<file path="src/rtl/iter_divider.sv">
// Multi-cycle RV32M divider (DIV/DIVU/REM/REMU), one quotient bit per cycle.
// Define DIV_EARLY_OUT_EN to skip the dividend's leading zeros via leading_zero_count.
`ifdef DIV_EARLY_OUT_EN
module leading_zero_count #(
  parameter int XLEN = 32
) (
  input  logic [XLEN-1:0] value_i,
  output logic [5:0]      count_o
);
  // Scan upward so the highest set bit writes last; all-zero input yields 32.
  always_comb begin
    count_o = 6'(XLEN);
    for (int i = 0; i < XLEN; i++) begin
      if (value_i[i]) count_o = 6'(XLEN - 1 - i);
    end
  end
endmodule
`endif

module iter_divider #(
  parameter int XLEN = 32
) (
  input  logic            clk,
  input  logic            rst_n,
  input  logic            start,
  input  logic [1:0]      op,
  input  logic [XLEN-1:0] dividend,
  input  logic [XLEN-1:0] divisor,
  input  logic            flush,
  output logic            busy,
  output logic            done,
  output logic [XLEN-1:0] result
);
  typedef enum logic [2:0] {S_IDLE, S_NORM, S_ITER, S_FIX, S_DONE} state_t;

  state_t          state_q, state_d;
  logic            sel_rem_q, sel_rem_d;
  logic            qneg_q, qneg_d;
  logic            rneg_q, rneg_d;
  logic [XLEN-1:0] dvd_q, dvd_d;
  logic [XLEN-1:0] dvs_q, dvs_d;
  logic [XLEN-1:0] rem_q, rem_d;
  logic [5:0]      cnt_q, cnt_d;
  logic [XLEN-1:0] result_q, result_d;

  logic            is_signed, a_neg, b_neg;
  logic [XLEN-1:0] abs_a, abs_b;
  logic [5:0]      lz;
  logic [XLEN:0]   shifted;
  logic            fits;

`ifdef DIV_EARLY_OUT_EN
  leading_zero_count #(.XLEN(XLEN)) u_lzc (
    .value_i (dvd_q),
    .count_o (lz)
  );
`else
  assign lz = 6'd0;
`endif

  assign is_signed = ~op[0];
  assign a_neg     = is_signed & dividend[XLEN-1];
  assign b_neg     = is_signed & divisor[XLEN-1];
  assign abs_a     = a_neg ? -dividend : dividend;
  assign abs_b     = b_neg ? -divisor : divisor;

  // Shifted partial remainder can exceed 32 bits only for unsigned divisors near 2^32.
  assign shifted = {rem_q, dvd_q[XLEN-1]};
  assign fits    = (shifted >= {1'b0, dvs_q});

  always_comb begin
    state_d   = state_q;
    sel_rem_d = sel_rem_q;
    qneg_d    = qneg_q;
    rneg_d    = rneg_q;
    dvd_d     = dvd_q;
    dvs_d     = dvs_q;
    rem_d     = rem_q;
    cnt_d     = cnt_q;
    result_d  = result_q;
    unique case (state_q)
      S_IDLE: begin
        if (start && !flush) begin
          sel_rem_d = op[1];
          qneg_d    = a_neg ^ b_neg;
          rneg_d    = a_neg;
          dvd_d     = abs_a;
          dvs_d     = abs_b;
          if (divisor == '0) begin
            result_d = op[1] ? dividend : '1;
            state_d  = S_DONE;
          end else if (is_signed && dividend == {1'b1, {(XLEN-1){1'b0}}} && divisor == '1) begin
            result_d = op[1] ? '0 : {1'b1, {(XLEN-1){1'b0}}};
            state_d  = S_DONE;
          end else if (dividend == '0) begin
            result_d = '0;
            state_d  = S_DONE;
          end else begin
            state_d = S_NORM;
          end
        end
      end
      S_NORM: begin
        dvd_d   = dvd_q << lz;
        cnt_d   = 6'(XLEN) - lz;
        rem_d   = '0;
        state_d = S_ITER;
      end
      S_ITER: begin
        // Quotient bits fill the dividend register as its bits shift out the top.
        rem_d = fits ? XLEN'(shifted - {1'b0, dvs_q}) : shifted[XLEN-1:0];
        dvd_d = {dvd_q[XLEN-2:0], fits};
        cnt_d = cnt_q - 6'd1;
        if (cnt_q == 6'd1) state_d = S_FIX;
      end
      S_FIX: begin
        if (sel_rem_q) result_d = rneg_q ? -rem_q : rem_q;
        else           result_d = qneg_q ? -dvd_q : dvd_q;
        state_d = S_DONE;
      end
      S_DONE: state_d = S_IDLE;
      default: state_d = S_IDLE;
    endcase
    if (flush && state_q != S_IDLE) begin
      state_d  = S_IDLE;
      result_d = result_q;
    end
  end

  always_ff @(posedge clk or negedge rst_n) begin
    if (!rst_n) begin
      state_q   <= S_IDLE;
      sel_rem_q <= 1'b0;
      qneg_q    <= 1'b0;
      rneg_q    <= 1'b0;
      dvd_q     <= '0;
      dvs_q     <= '0;
      rem_q     <= '0;
      cnt_q     <= '0;
      result_q  <= '0;
    end else begin
      state_q   <= state_d;
      sel_rem_q <= sel_rem_d;
      qneg_q    <= qneg_d;
      rneg_q    <= rneg_d;
      dvd_q     <= dvd_d;
      dvs_q     <= dvs_d;
      rem_q     <= rem_d;
      cnt_q     <= cnt_d;
      result_q  <= result_d;
    end
  end

  assign busy   = (state_q != S_IDLE);
  assign done   = (state_q == S_DONE) && !flush;
  assign result = result_q;
endmodule

</file>
<file path="config.mk">
export PLATFORM = sky130hd
export DESIGN_NAME = iter_divider
export DESIGN_NICKNAME = d
export VERILOG_FILES = /design/src/rtl/iter_divider.sv
export SDC_FILE = /design/constraint.sdc
export NUM_CORES = 1
export LEC_CHECK = 0
export BUFFER_PORTS_ARGS = -buffer_cell sky130_fd_sc_hd__buf_2
export CAP_MARGIN = 5
export CORE_ASPECT_RATIO = 1.75
export CORE_UTILIZATION = 61
export CTS_BUF_LIST = sky130_fd_sc_hd__clkbuf_4 sky130_fd_sc_hd__clkbuf_8 sky130_fd_sc_hd__clkbuf_16
export DETAILED_ROUTE_END_ITERATION = 12
export GPL_TIMING_DRIVEN = 1
export PLACE_DENSITY_LB_ADDON = 0.08
export SLEW_MARGIN = 40
export SYNTH_ARGS = -nofsm -noshare
export SYNTH_HDL_FRONTEND = slang
export SYNTH_SLANG_ARGS = --single-unit
</file>
<file path="constraint.sdc">
create_clock -name clk -period 4.3 [get_ports clk]
set_clock_uncertainty 0.1 [all_clocks]
set_input_delay 0.215 -clock clk [delete_from_list [all_inputs] [get_ports clk]]
set_output_delay 0.215 -clock clk [all_outputs]
set_load 0.01 [all_outputs]
</file>
# Word-level counts from Yosys, hierarchy flattened
# Cells that the tools add are included.
# classes
addsub,6
order_cmp,1
n_eq_ne,11
n_mux,24
n_bitwise,5
n_reduce_logical,17
# op_table
cell,n
$mux 32,13
$pmux 32 s2,3
$neg 32->32,4
$eq 32x32->1 const B,2
$logic_not 32->1,2
$ge 33x32->1,1
$sub 32x32->32,1
$mux 3,6
$pmux 3 s4,1
$pmux 6 s2,1
$eq 3x2->1 const B,2
$eq 6x1->1 const B,1
$ne 3x3->1 const B,2
$reduce_and 2->1,3
$reduce_bool 2->1,3
$sub 6x1->6 const B,1
$logic_and 1x1->1,5
$ne 4x4->1 const B,1
$reduce_and 4->1,1
$eq 3x1->1 const B,1
$eq 3x3->1 const B,1
$logic_not 3->1,1
$reduce_bool 3->1,1
$and 1x1->1,2
4 further kinds,5
# totals
ff_bits,140
inputBits,70
out_inout_bits,34
wordCells,73

# Depth between registers and ports, before layout
# depth
depth_word,8
depth_mapped,13
depth_no_buf,13

# Worst setup path after synthesis
# No wires, ideal clock.
# synth_timing
path_type,register to register
startpoint,reg dvd_q[31]
endpoint,reg rem_q[24]
setup_time_ns,0.083
arrival_time_ns,2.788
required_ns,4.117
path_slack_ns,1.329
stages_incl_launch_ff,14
path_buffers,0
synth_period_minus_slack_ns,2.971
cell_sequence,dfrtp_1 > inv_1 > ha_1 > inv_1 > fa_1 > a21o_1 > a221oi_1 > o21bai_1 > a21oi_1 > o21ai_0 > a221oi_1 > xnor2_1 > mux2i_1 > o21ai_0
# synth_between
elab_chain_cells,3
elab_cells_between_ends,4
classes_between,add/sub: 1; order compare: 1; mux: 2
# synth_lines
item,line,text
"start, declared",40,"logic [XLEN-1:0] dvd_q, dvd_d;"
"start signal, assigned",146,dvd_q <= dvd_d;
$sub 32x32->32 / $ge 33x32->1 (equally long branches),"111, 69",
$mux 32 (*),111,"rem_d = fits ? XLEN'(shifted - {1'b0, dvs_q}) : shifted[XLEN-1:0];"
$pmux 32 s2 (*),81,unique case (state_q)
"end signal, assigned",148,rem_q <= rem_d;
"end, declared",42,"logic [XLEN-1:0] rem_q, rem_d;"
# Mark *: on every way between the ends. The rest lies on a longest branch, timed or not.
# A chain may end at the register's enable or synchronous reset.

# Worst setup path in the final report
# layout_timing
startpoint,reg dvd_q[6]
endpoint,reg result_q[31] (netlist: result[31])
# layout_between
elab_chain_cells,4
# layout_lines
item,line,text
$neg 32->32,118,else result_d = qneg_q ? -dvd_q : dvd_q;
$mux 32,118,
$mux 32,117,if (sel_rem_q) result_d = rneg_q ? -rem_q : rem_q;
$pmux 32 s2,81,
"end signal, assigned",150,result_q <= result_d;
"end, declared",44,"logic [XLEN-1:0] result_q, result_d;"
# Every way passes these cells.

==> out/qor.yml <==
grt:
  antenna_found_initial: 0
  grt_max_degree: 82
  grt_use_total_pct: 34.8
  grt_pass1_vias: 9807
  grt_pass1_wl_mm: 48.9
  grt-ovfl-total: 0
synthesis:
  syn_avg_cell_area_sq_um: 8.11
  synth_ff_type: "dfrtp_1"
  synth_edf_count: 0
  yosys_warnings: 0
  synth_nets: 1449
  seq_area_frac_synth_pct: 32.3
  async_flop_share_pct: 100
  yosysUniqueCellTypes: 69
  synth_area_sq_um: 10900
  synthCells: 1339
  ys_seq_elements: 140
critical_path:
  cp-start-kind: "register"
  cp_data_arrival_time_ns: 3.78
  r2r-end: "result[31]$_DFFE_PN0P_"
  worst_ep_required_time_ns: 4.50
  timing.rr.start: "dvd_q[6]$_DFFE_PN0P_"
  worst-path-max-fanout: 5
  critPathCaptureType: "register"
  reg2reg_slack_ns: 0.72
  path_class: "reg -> reg"
  reg2regPathDepth: 8
detailed_routing:
  dr.pass1.iters: 5
  wl_mm: 30.9
  wl_per_cell_um: 18.6
  vias: 10300
  drc: 0
  route.detailed.vias_per_inst: 6.20
  drt-initial-drc-count: 540
  ant_nets: 0
min_path:
  hold_end: "dvd_q[25]$_DFFE_PN0P_"
  worstHoldStart: "dividend[25]"
  hold_path.class: "in -> reg"
  holdPathStages: 3
placement:
  io_buffers: 103
  hpwl_mm: 23.5
  gp_congestion: 0.978
sta:
  min_period_over_period_pct: 83.3
  rsz0062_at_grt: "false"
  fmax_ghz: 0.279
  worst_slew_pin_slew_ns: 0.797
  tns_ns: 0
  drv_slew: 0
  relSlewSlack_pct: 46.5
  worst_hold_slack_ns: 0.0111
  finalCriticalPeriod_ns: 3.58
  hold_viol: 0
  finalSetupViolations: 0
floorplan:
  die_area_sq_um: 18400
  die_height_um: 178
  start_util_pct: 62.2
  coreArea_sq_um: 17500
  die_w_um: 103
  core.rowCount: 64
  ios: 104
pwr:
  irDropWorstVdd_mv: 0.389
  p_leak_nw: 5.37
  pwr_density_cell_nw_per_um2: 860
clock_tree:
  cts_resized: 0
  cts_tree: "built"
  clockBufferDepth: 2
  clock-sinks: 140
  cts_buffers: 17
  path_clk_slew_ns: 0.07
  htree_levels: 4
  clock_latency_ns: 0.43
  cts_root_buf: "clkbuf_16"
finish:
  antenna_cells: 0
  num-nets-final: 1526
  seq_area_sq_um: 3510
  fillCellCount: 1530
  drive_gt1_share_pct: 14.2
  multi_input_area_sq_um: 6840
  syn2layout_area_growth_pct: 12.7
status:
  status: "completed"
job:
  maxCapViolations: 0
## placed cells by master, fill, tap and decap left out, types with 32 or more instances in the layout
cell / n
nand2b_1: 40
dfrtp_1: 138
a22oi_1: 35
o21ai_0: 152
o31ai_1: 32
buf_2: 102
ha_1: 39
inv_1: 55
nor2_1: 88
a21oi_1: 80
nand2_1: 163
xnor2_1: 77
xor2_1: 70
## critical path, stage by stage, from the launching register on
cell and delay (ns):
dfrtp_1 0.44, or4_4 0.57, or4_4 0.47, nor3_1 0.48, nand3_1 0.33, o31ai_1 0.35
xnor2_1 0.10, a222oi_1 0.53, o21ai_2 0.07
## worst max-delay path by stage
stage | start | endpoint | slack, ns
after floorplan | dvd_q[31]$_DFFE_PN0P_ | rem_q[24]$_DFFE_PN0P_ | 1.33
after CTS | dvd_q[6]$_DFFE_PN0P_ | result[31]$_DFFE_PN0P_ | 0.96
final | dvd_q[6]$_DFFE_PN0P_ | result[31]$_DFFE_PN0P_ | 0.72
after global routing | dvd_q[6]$_DFFE_PN0P_ | result[31]$_DFFE_PN0P_ | 0.59
after detailed placement | divisor[0] | result[12]$_DFFE_PN0P_ | 0.73
after global placement | divisor[0] | result[16]$_DFFE_PN0P_ | 0.79
## repair_timing
item | in CTS | in global routing
endpoints found under the hold margin | 82 | 0
hold buffers | 3 | 0
setup buffers | 0 | 0
## registers in the layout (all words and copies together), names as in the netlist
signal	flops
rneg_q	1
sel_rem_q	1
state_q	3
result	32
rem_q	32
cnt_q	6
dvs_q	32
dvd_q	32
qneg_q	1
## synth_stat cells (5+ instances only)
master | instances | area share, %
o31ai_1 | 32 | 2.2
a21oi_1 | 80 | 3.7
or3_1 | 14 | 0.81
nand2_1 | 163 | 5.6
o21ai_1 | 16 | 0.74
a221oi_1 | 5 | 0.40
a31oi_1 | 13 | 0.75
a211oi_1 | 25 | 1.7
and3_1 | 5 | 0.29
o21a_1 | 7 | 0.48
nand4_1 | 11 | 0.63
xor2_1 | 70 | 5.6
nor2_1 | 89 | 3.1
dfrtp_1 | 140 | 32
or4_1 | 8 | 0.55
nor4_1 | 15 | 0.86
o21ai_2 | 18 | 1.5
o21ai_0 | 152 | 7.0
o31a_1 | 5 | 0.40
a22oi_1 | 35 | 2.4
a21o_1 | 18 | 1.2
nor3_1 | 22 | 1.0
ha_1 | 39 | 4.5
inv_1 | 55 | 1.9
nand2b_1 | 40 | 2.3
buf_6 | 6 | 0.62
or4_4 | 6 | 0.62
xnor2_1 | 77 | 6.2
a32oi_1 | 10 | 0.81
nand3_1 | 12 | 0.55
o41ai_1 | 15 | 1.2
clkbuf_1 | 62 | 2.1
nor2b_1 | 6 | 0.35
mux2i_1 | 11 | 1.0
## layout make-up
type | count | area share, %
clock buffer | 26 | 4.33
inverter | 55 | 1.69
tap | 231 | 2.36
timing repair buffer | 131 | 6.20
clock inverter | 6 | 0.859
sequential | 140 | 28.6
multi-input combinational | 1071 | 55.9
## cells by family after synthesis
| logic type | synth area share [%] |
|---|---|
| and+or+nand+nor | 18.9 |
| AOI/OAI and AO/OA | 26.5 |
| xor gates and xnor gates | 11.9 |
| buffers and inverters | 4.85 |
| muxes | 1.01 |
| adders and majority gates | 4.68 |
| DFF | 32.3 |
## power by group
| group | total (W) | internal (W) | switching [W] |
|---|---|---|---|
| Clock | 0.00159 | 0.00102 | 0.000570 |
| Sequential | 0.00255 | 0.00180 | 0.000748 |
| Combinational | 0.00639 | 0.00255 | 0.00384 |
## layer usage
layer | part of all wire [%] | wire, um | track usage [%]
met3 | 4.8 | 1490 | 4.86
met4 | 6.0 | 1840 | 22.4
met1 | 37 | 11400 | 37.2
met2 | 52 | 16200 | 62.4
met5 | 0 | 0 | 0
## stage by stage
step	area [sq um]	std cells	total power [W]	setup WS, ns	util (%)
after floorplan	10900	1339	0.00722	1.33	-
after global placement	11500	1624	0.00872	0.793	66.1
after detailed placement	11500	1624	0.00883	0.727	66.1
after CTS	12200	1659	0.0105	0.960	70.0
after global routing	12200	1660	0.0113	0.586	70.1
final	12200	1660	0.0105	0.720	70.1
Power figures use the tool's default switching activity.
